--- src/rtl/memory_access.sv ---
// MIPS32 memory-access (M) stage: pipeline register, req/ack data-bus master,
// lane alignment for stores, load extraction/extension, misalignment and
// bus-timeout faults, and upstream stall generation.
module memory_access #(
  parameter int unsigned BUS_TIMEOUT = 0
) (
  input  logic        clk,
  input  logic        rst,
  input  logic        reg_write_e,
  input  logic        mem_to_reg_e,
  input  logic        mem_write_e,
  input  logic [1:0]  mem_size_e,
  input  logic        mem_unsigned_e,
  input  logic [31:0] alu_out_e,
  input  logic [31:0] write_data_e,
  input  logic [4:0]  write_reg_e,
  output logic        dmem_req,
  output logic        dmem_we,
  output logic [31:0] dmem_addr,
  output logic [3:0]  dmem_be,
  output logic [31:0] dmem_wdata,
  input  logic [31:0] dmem_rdata,
  input  logic        dmem_ack,
  output logic        stall_m,
  output logic        reg_write_m,
  output logic        mem_to_reg_m,
  output logic [31:0] alu_out_m,
  output logic [31:0] read_data_m,
  output logic [4:0]  write_reg_m,
  output logic        fault_m
);

  localparam int unsigned DW = 32;
  localparam int unsigned RW = 5;
  localparam logic [DW-1:0] TO_LAST = (BUS_TIMEOUT == 0) ? 32'd0 : 32'(BUS_TIMEOUT - 1);

  typedef enum logic [1:0] {
    IDLE = 2'd0,
    BUSY = 2'd1,
    DONE = 2'd2
  } state_e;

  state_e          state_q, state_d;
  logic [DW-1:0]   count_q, count_d;
  logic [DW-1:0]   read_data_q, read_data_d;

  logic            reg_write_q;
  logic            mem_to_reg_q;
  logic            mem_write_q;
  logic [1:0]      mem_size_q;
  logic            mem_unsigned_q;
  logic [DW-1:0]   alu_out_q;
  logic [DW-1:0]   write_data_q;
  logic [RW-1:0]   write_reg_q;

  logic            mem_op;
  logic            aligned;
  logic            timeout_fire;
  logic [3:0]      be;
  logic [DW-1:0]   wdata;
  logic [DW-1:0]   load_val;
  logic            req_c;
  logic            stall_c;
  logic            fault_c;

  // Access decode: alignment, byte enables, replicated store data
  always_comb begin
    aligned = 1'b1;
    be      = 4'hF;
    wdata   = write_data_q;
    case (mem_size_q)
      2'b00: begin
        aligned = 1'b1;
        be      = 4'(4'b0001 << alu_out_q[1:0]);
        wdata   = {4{write_data_q[7:0]}};
      end
      2'b01: begin
        aligned = ~alu_out_q[0];
        be      = alu_out_q[1] ? 4'b1100 : 4'b0011;
        wdata   = {2{write_data_q[15:0]}};
      end
      default: begin
        aligned = (alu_out_q[1:0] == 2'b00);
        be      = 4'hF;
        wdata   = write_data_q;
      end
    endcase
  end

  // Load lane extraction and sign/zero extension
  always_comb begin
    logic [7:0]  b;
    logic [15:0] h;
    b = 8'h00;
    h = alu_out_q[1] ? dmem_rdata[31:16] : dmem_rdata[15:0];
    case (alu_out_q[1:0])
      2'd0:    b = dmem_rdata[7:0];
      2'd1:    b = dmem_rdata[15:8];
      2'd2:    b = dmem_rdata[23:16];
      default: b = dmem_rdata[31:24];
    endcase
    case (mem_size_q)
      2'b00:   load_val = {{24{~mem_unsigned_q & b[7]}}, b};
      2'b01:   load_val = {{16{~mem_unsigned_q & h[15]}}, h};
      default: load_val = dmem_rdata;
    endcase
  end

  assign mem_op       = mem_to_reg_q | mem_write_q;
  assign timeout_fire = (BUS_TIMEOUT != 0) && (state_q == BUSY) && (count_q == TO_LAST);

  // Bus FSM next state, stall/fault/request and load capture
  always_comb begin
    state_d     = state_q;
    count_d     = count_q;
    read_data_d = read_data_q;
    req_c       = 1'b0;
    stall_c     = 1'b0;
    fault_c     = 1'b0;
    case (state_q)
      IDLE: begin
        if (mem_op) begin
          if (aligned) begin
            req_c   = 1'b1;
            stall_c = 1'b1;
            if (dmem_ack) begin
              state_d = DONE;
              if (mem_to_reg_q) read_data_d = load_val;
            end else begin
              state_d = BUSY;
              count_d = '0;
            end
          end else begin
            fault_c = 1'b1;
          end
        end
      end
      BUSY: begin
        if (timeout_fire) begin
          fault_c = 1'b1;
          state_d = IDLE;
        end else begin
          req_c   = 1'b1;
          stall_c = 1'b1;
          if (dmem_ack) begin
            state_d = DONE;
            if (mem_to_reg_q) read_data_d = load_val;
          end else if (count_q != '1) begin
            count_d = count_q + 32'd1;
          end
        end
      end
      DONE: begin
        state_d = IDLE;
      end
      default: begin
        state_d = IDLE;
      end
    endcase
    // Reset abandons any transfer in the same cycle
    if (rst) begin
      req_c   = 1'b0;
      stall_c = 1'b0;
      fault_c = 1'b0;
    end
  end

  // FSM state, timeout counter and load data register
  always_ff @(posedge clk) begin
    if (rst) begin
      state_q     <= IDLE;
      count_q     <= '0;
      read_data_q <= '0;
    end else begin
      state_q     <= state_d;
      count_q     <= count_d;
      read_data_q <= read_data_d;
    end
  end

  // M pipeline register: loads from E unless the stage is stalled
  always_ff @(posedge clk) begin
    if (rst) begin
      reg_write_q    <= 1'b0;
      mem_to_reg_q   <= 1'b0;
      mem_write_q    <= 1'b0;
      mem_size_q     <= 2'b00;
      mem_unsigned_q <= 1'b0;
      alu_out_q      <= '0;
      write_data_q   <= '0;
      write_reg_q    <= '0;
    end else if (!stall_c) begin
      reg_write_q    <= reg_write_e;
      mem_to_reg_q   <= mem_to_reg_e;
      mem_write_q    <= mem_write_e;
      mem_size_q     <= mem_size_e;
      mem_unsigned_q <= mem_unsigned_e;
      alu_out_q      <= alu_out_e;
      write_data_q   <= write_data_e;
      write_reg_q    <= write_reg_e;
    end
  end

  assign dmem_req     = req_c;
  assign dmem_we      = mem_write_q & ~rst;
  assign dmem_addr    = {alu_out_q[31:2], 2'b00};
  assign dmem_be      = req_c ? be : 4'b0000;
  assign dmem_wdata   = wdata;
  assign stall_m      = stall_c;
  assign fault_m      = fault_c;
  assign reg_write_m  = reg_write_q & ~stall_c & ~fault_c & ~rst;
  assign mem_to_reg_m = mem_to_reg_q;
  assign alu_out_m    = alu_out_q;
  assign read_data_m  = read_data_q;
  assign write_reg_m  = write_reg_q;

endmodule

--- config.mk ---
export PLATFORM = sky130hd
export DESIGN_NAME = memory_access
export DESIGN_NICKNAME = d
export VERILOG_FILES = /design/src/rtl/memory_access.sv
export SDC_FILE = /design/constraint.sdc
export NUM_CORES = 1
export LEC_CHECK = 0
export CAP_MARGIN = 10
export CORE_MARGIN = 1.5
export CORE_UTILIZATION = 37
export CTS_CLUSTER_SIZE = 28
export DETAILED_ROUTE_END_ITERATION = 12
export PLACE_DENSITY_LB_ADDON = 0.2
export SYNTH_ARGS = -nofsm -noshare
export SYNTH_HDL_FRONTEND = slang
export SYNTH_SLANG_ARGS = --single-unit
--- constraint.sdc ---
create_clock -name clk -period 1.7 [get_ports clk]
set_clock_uncertainty 0.05 [all_clocks]
set_input_delay 0.34 -clock clk [delete_from_list [all_inputs] [get_ports clk]]
set_output_delay 0.34 -clock clk [all_outputs]
set_load 0.05 [all_outputs]
After elaboration in Yosys (flattened, before gate mapping)
Cells that the tools add are included.
{"block": "word_totals", "reg_bits": 109, "input_bits": 110, "out_inout_bits": 143, "elab_cells": 62}
{"block": "op_classes", "n_shift": 1, "mux": 26, "reduce_logical": 6, "eq_ne": 7, "bitwise": 12}
{"operator": "$pmux 32 s2", "count": 3}
{"operator": "$mux 32", "count": 4}
{"operator": "$pmux 8 s3", "count": 1}
{"operator": "$mux 16", "count": 1}
{"operator": "$mux 2", "count": 4}
{"operator": "$mux 4", "count": 2}
{"operator": "$pmux 4 s2", "count": 1}
{"operator": "$mux 1", "count": 7}
{"operator": "$and 1x1->1", "count": 6}
{"operator": "$eq 2x1->1 const B", "count": 3}
{"operator": "$logic_not 2->1", "count": 3}
{"operator": "$ne 2x2->1 const B", "count": 3}
{"operator": "$reduce_and 3->1", "count": 2}
{"operator": "$not 1->1", "count": 5}
{"operator": "$pmux 1 s2", "count": 2}
{"operator": "$pmux 2 s2", "count": 1}
{"operator": "$shl 1x2->4 const A", "count": 1}
{"operator": "$eq 2x2->1 const B", "count": 1}
{"operator": "$reduce_bool 2->1", "count": 1}
{"operator": "$or 1x1->1", "count": 1}

Depth between registers and ports, before layout
{"block": "logic_depth", "ltp_word": 10, "ltp_mapped": 7, "depth_no_buf": 4}

Least setup slack after synthesis
Ideal clock, no wire load.
{"block": "synth_path", "kind": "flip-flop to output port", "from": "reg alu_out_q[1], in the netlist alu_out_m[1]", "to": "out fault_m", "t_arrival_ns": 2.892, "path_stages_with_launch": 6, "setup_slack_ns": -1.582, "required_time_ns": 1.310, "path_buffers": 2, "path_cell_list": "dfxtp_1 -> buf_2 -> and3b_1 -> a21oi_2 -> clkbuf_1 -> nor4_1"}
{"block": "synth_between", "elab_chain_cells": 6}
{"item": "start, declared", "line_no": "52", "rtl": "logic [DW-1:0] alu_out_q;"}
{"item": "start signal, assigned", "line_no": "198", "rtl": "alu_out_q <= alu_out_e;"}
{"item": "$logic_not 2->1", "line_no": "83", "rtl": "aligned = (alu_out_q[1:0] == 2'b00);"}
{"item": "$pmux 1 s2", "line_no": "71", "rtl": "case (mem_size_q)"}
{"item": "$mux 1", "line_no": "123", "rtl": "if (aligned) begin"}
{"item": "$mux 1", "line_no": "122", "rtl": "if (mem_op) begin"}
{"item": "$mux 1"}
{"item": "$mux 1", "line_no": "161", "rtl": "if (rst) begin"}
{"item": "end, declared", "line_no": "30", "rtl": "output logic fault_m"}
Every way passes these cells.

Worst setup path in the final report
{"block": "layout_path", "from": "reg mem_size_q[1]", "to": "out dmem_be[3]"}
{"block": "layout_between", "elab_chain_cells": 7, "word_cells_on_any_way": 9, "cone_classes": "1 x eq/ne; 7 x mux; 1 x reduce/logical"}
{"item": "start, declared", "line_no": "50", "rtl": "logic [1:0] mem_size_q;"}
{"item": "start signal, assigned", "line_no": "196", "rtl": "mem_size_q <= mem_size_e;"}
{"item": "$eq 2x1->1 / $logic_not 2->1 (equally long branches)", "line_no": "71"}
{"item": "$pmux 1 s2", "line_no": "71"}
{"item": "$mux 1", "line_no": "123"}
{"item": "$mux 1", "line_no": "122"}
{"item": "$pmux 1 s2", "line_no": "120", "rtl": "case (state_q)"}
{"item": "$mux 1", "line_no": "161"}
{"item": "$mux 4 (*)", "line_no": "207", "rtl": "assign dmem_be = req_c ? be : 4'b0000;"}
{"item": "end, declared", "line_no": "20", "rtl": "output logic [3:0] dmem_be,"}
Mark *: on every way between the ends. The rest lies on a longest branch, timed or not.

==> results.toml <==
[sta]
fmax_mhz = 476.7
slew_viol_final = 0
setup_viol_count_final = 139
fin_crit_ns = 2.098
grt_setup_unrepaired = "true"
finalWorstSetupSlack_ns = -0.3977
slew_headroom = 0.6137
worst_slew_pin_slew_ns = 0.5795
fin_tns_setup_ns = -27.74
timing.final.crit_share = 1.234
finalHoldViolations = 0

[finish]
fin_nets = 1009
multi_input_area_um2 = 3570
register_area_um2 = 2201
areaGrowthSynthToFinish_pct = 88.18
fillers = 1020
final_area_um2 = 10060
drive_above_1_share = 0.4989
utilization = 0.7194
diodes = 0

[synth]
yosys_warnings = 0
synth-async-reset-ratio = 0
synth_fa_ha_area_frac = 0
syn_inst = 646
synth_cell_type_count = 44
syn_area_um2 = 5348
ys_seq_area_frac = 0.4080
synth_top_family_by_area = "compound AO/OA/AOI/OAI gates"
syn_avg_cell_area_um2 = 8.278
synthSimpleGateAreaFrac = 0.1376
synth_xor_area_frac = 0
synth_edf_count = 0
ys_seq_elements = 109
ys.flop_type = "dfxtp_1"
synthMuxAreaShare = 0.06551
synth-compound-area-share = 0.2775

[global_route]
track_usage = 0.2773
grt_antenna_before_repair = 0
grt_pass1_vias = 6219
grt_pass1_wl_um = 32830
grt-ovfl-total = 0
grt_max_degree = 67

[clocking]
cts_max_path_buffers = 2
cts_tree = "yes"
htree_levels = 3
root_buffer = "clkbuf_16"
clock_latency_ns = 0.35
cts.clk_slew.worst_paths_ns = 0.08
ctsHoldBuffers = 0
clock-sinks = 109
cts_made_buffers = 9

[die]
ios = 253
die_w_um = 123.2
core-area_um2 = 13990
rows = 43
dieHeight_um = 123.2
initial_utilization = 0.3823
die_area_um2 = 15180

[setup_path]
setup.worst_path.start = "mem_size_q[1]"
crit_chain = "or2_4 > a21oi_4 > nand2_8 > a211oi_4 > buf_6"
cp-start-kind = "flop"
crit_arrival_ns = 1.71
slowest_delay_ns = 0.34
cp.required_ns = 1.31
critical_path.max_fanout = 6
reg2reg_depth = 8
r2r_start = "mem_size_q[1]"
path_class = "flop to primary output"
worstSetupEndpointType = "primary output"
slowest_stage = "dfxtp_2"

[worst_hold_path]
hold_path.class = "input port to flop"
min_from = "rst"
hold_depth = 2

[drt]
totalWireLength_um = 22290
vias_per_cell = 5.697
routedWlPerCell_um = 20.56
first_pass_iters = 5
drc_errors = 0
vias = 6176
ant_nets = 0
drt_iter0_markers = 378

[pwr]
power.density_nw_per_um2 = 1191
power_w = 0.01198
leakagePower_nw = 3.803
ir_drop_uv = 659.6

[placed_design]
gp_congestion = 0.8290
post-place-ws_ns = -0.4660
io_buffer_count = 250
place_hpwl_um = 13060
place_area_um2 = 8188

[run_status]
status = "finished, violations left"
violations = "setup timing"

[run]
max_cap_violations = 0
## power breakdown
group	leakage, nW	switching (W)	internal (W)
combinational	2.77	0.00401	0.00274
clock	0.130	0.00100	0.00100
sequential	0.902	0.000318	0.00291
total	3.80	0.00533	0.00665
## stage by stage
stage | instances | hold WS, ns
after floorplan | 647 | 0.3693
after global placement | 1022 | 0.4003
after detailed placement | 1022 | 0.4062
after CTS | 1075 | 0.3036
after global routing | 1084 | 0.3035
final | 1084 | 0.3073
## flip-flops by register name (all words and copies together) (netlist names)
| signal | count |
|---|---|
| mem_write_q | 1 |
| alu_out_m | 32 |
| write_reg_m | 5 |
| state_q | 2 |
| read_data_m | 32 |
| mem_to_reg_m | 1 |
| mem_size_q | 2 |
| write_data_q | 32 |
| reg_write_q | 1 |
| mem_unsigned_q | 1 |
## what timing repair did
item | 4_1_cts | 5_1_grt
cloned | 18 | 2
pin swaps | 156 | 42
setup endpoints to repair | 138 | 139
setup buffers | 19 | 22
gates resized for setup | 236 | 97
## path summary, 6_finish.rpt
path                      endpoint  slack [ns]
setup reg to reg   read_data_m[17]       -0.36
setup / recovery        dmem_be[3]       -0.40
hold reg to reg   write_data_q[31]        0.43
hold / removal        alu_out_m[9]        0.31
## synthesized netlist by cell type, types with 2 or more instances
cell	instances	area share
a211oi_1	15	0.021
a211oi_2	2	0.0047
a21oi_1	81	0.076
a21oi_4	10	0.030
a221oi_1	8	0.013
a22o_1	8	0.013
a22oi_1	7	0.0098
buf_1	3	0.0021
buf_2	14	0.013
buf_4	41	0.058
clkbuf_1	46	0.032
dfxtp_1	109	0.41
inv_1	3	0.0021
mux2_2	16	0.034
mux2i_1	17	0.032
nand2_1	25	0.018
nand3_1	75	0.070
nand3b_1	2	0.0028
nor2_1	30	0.021
nor2b_1	4	0.0047
nor3_1	6	0.0056
nor3b_1	2	0.0028
nor4_1	2	0.0023
o21ai_0	100	0.094
## metal layers
layer	GRT usage	wire length (um)	vias to the layer above
li1	-	-	2796
met1	0.3351	8774	3000
met2	0.4663	10990	329
met3	0.06919	1899	51
met4	0.1228	625	0
met5	0	0	-
## final cells by class
| cell class | instances | share of cell area |
|---|---|---|
| clock buffer | 11 | 0.02313 |
| clock inverter | 5 | 0.003481 |
| inverter | 4 | 0.001492 |
| multi-input combinational | 430 | 0.3547 |
| sequential | 109 | 0.2187 |
| tap | 180 | 0.02238 |
| timing repair buffer | 345 | 0.3761 |
## cells in the final DEF, fill, tap and decap left out, types with 3 or more instances in the layout
master and count:
a211oi_2 15, a21oi_1 50, a21oi_2 31, a21oi_4 11, a221oi_1 8, a22o_1 8, a22oi_1 7, buf_12 48
buf_16 6, buf_4 145, buf_6 27, buf_8 9, clkbuf_16 11, clkdlybuf4s50_1 108, dfxtp_1 102, dfxtp_2 3
dfxtp_4 4, inv_1 3, mux2_2 15, mux2i_1 9, mux2i_2 5, mux2i_4 3, nand2_1 24, nand3_1 75
nor2_1 23, nor2_2 3, nor2_4 4, nor3_1 3, nor3_4 3, o21ai_0 15, o21ai_1 3, o21ai_2 53
o21ai_4 30
## cells by family after synthesis
group | after synthesis
AND/OR/NAND/NOR | 154
other | 1
AO/OA/AOI/OAI | 240
flip-flops | 109
multiplexers | 33
buffers and inverters | 109
## worst max-delay path: cells and delay by family (launching register included)
family,cells,cell delay (ns)
simple gates,2,0.40
compound gates,2,0.41
buf+inv,1,0.19
flops,1,0.34
Power figures use the tool's default switching activity.
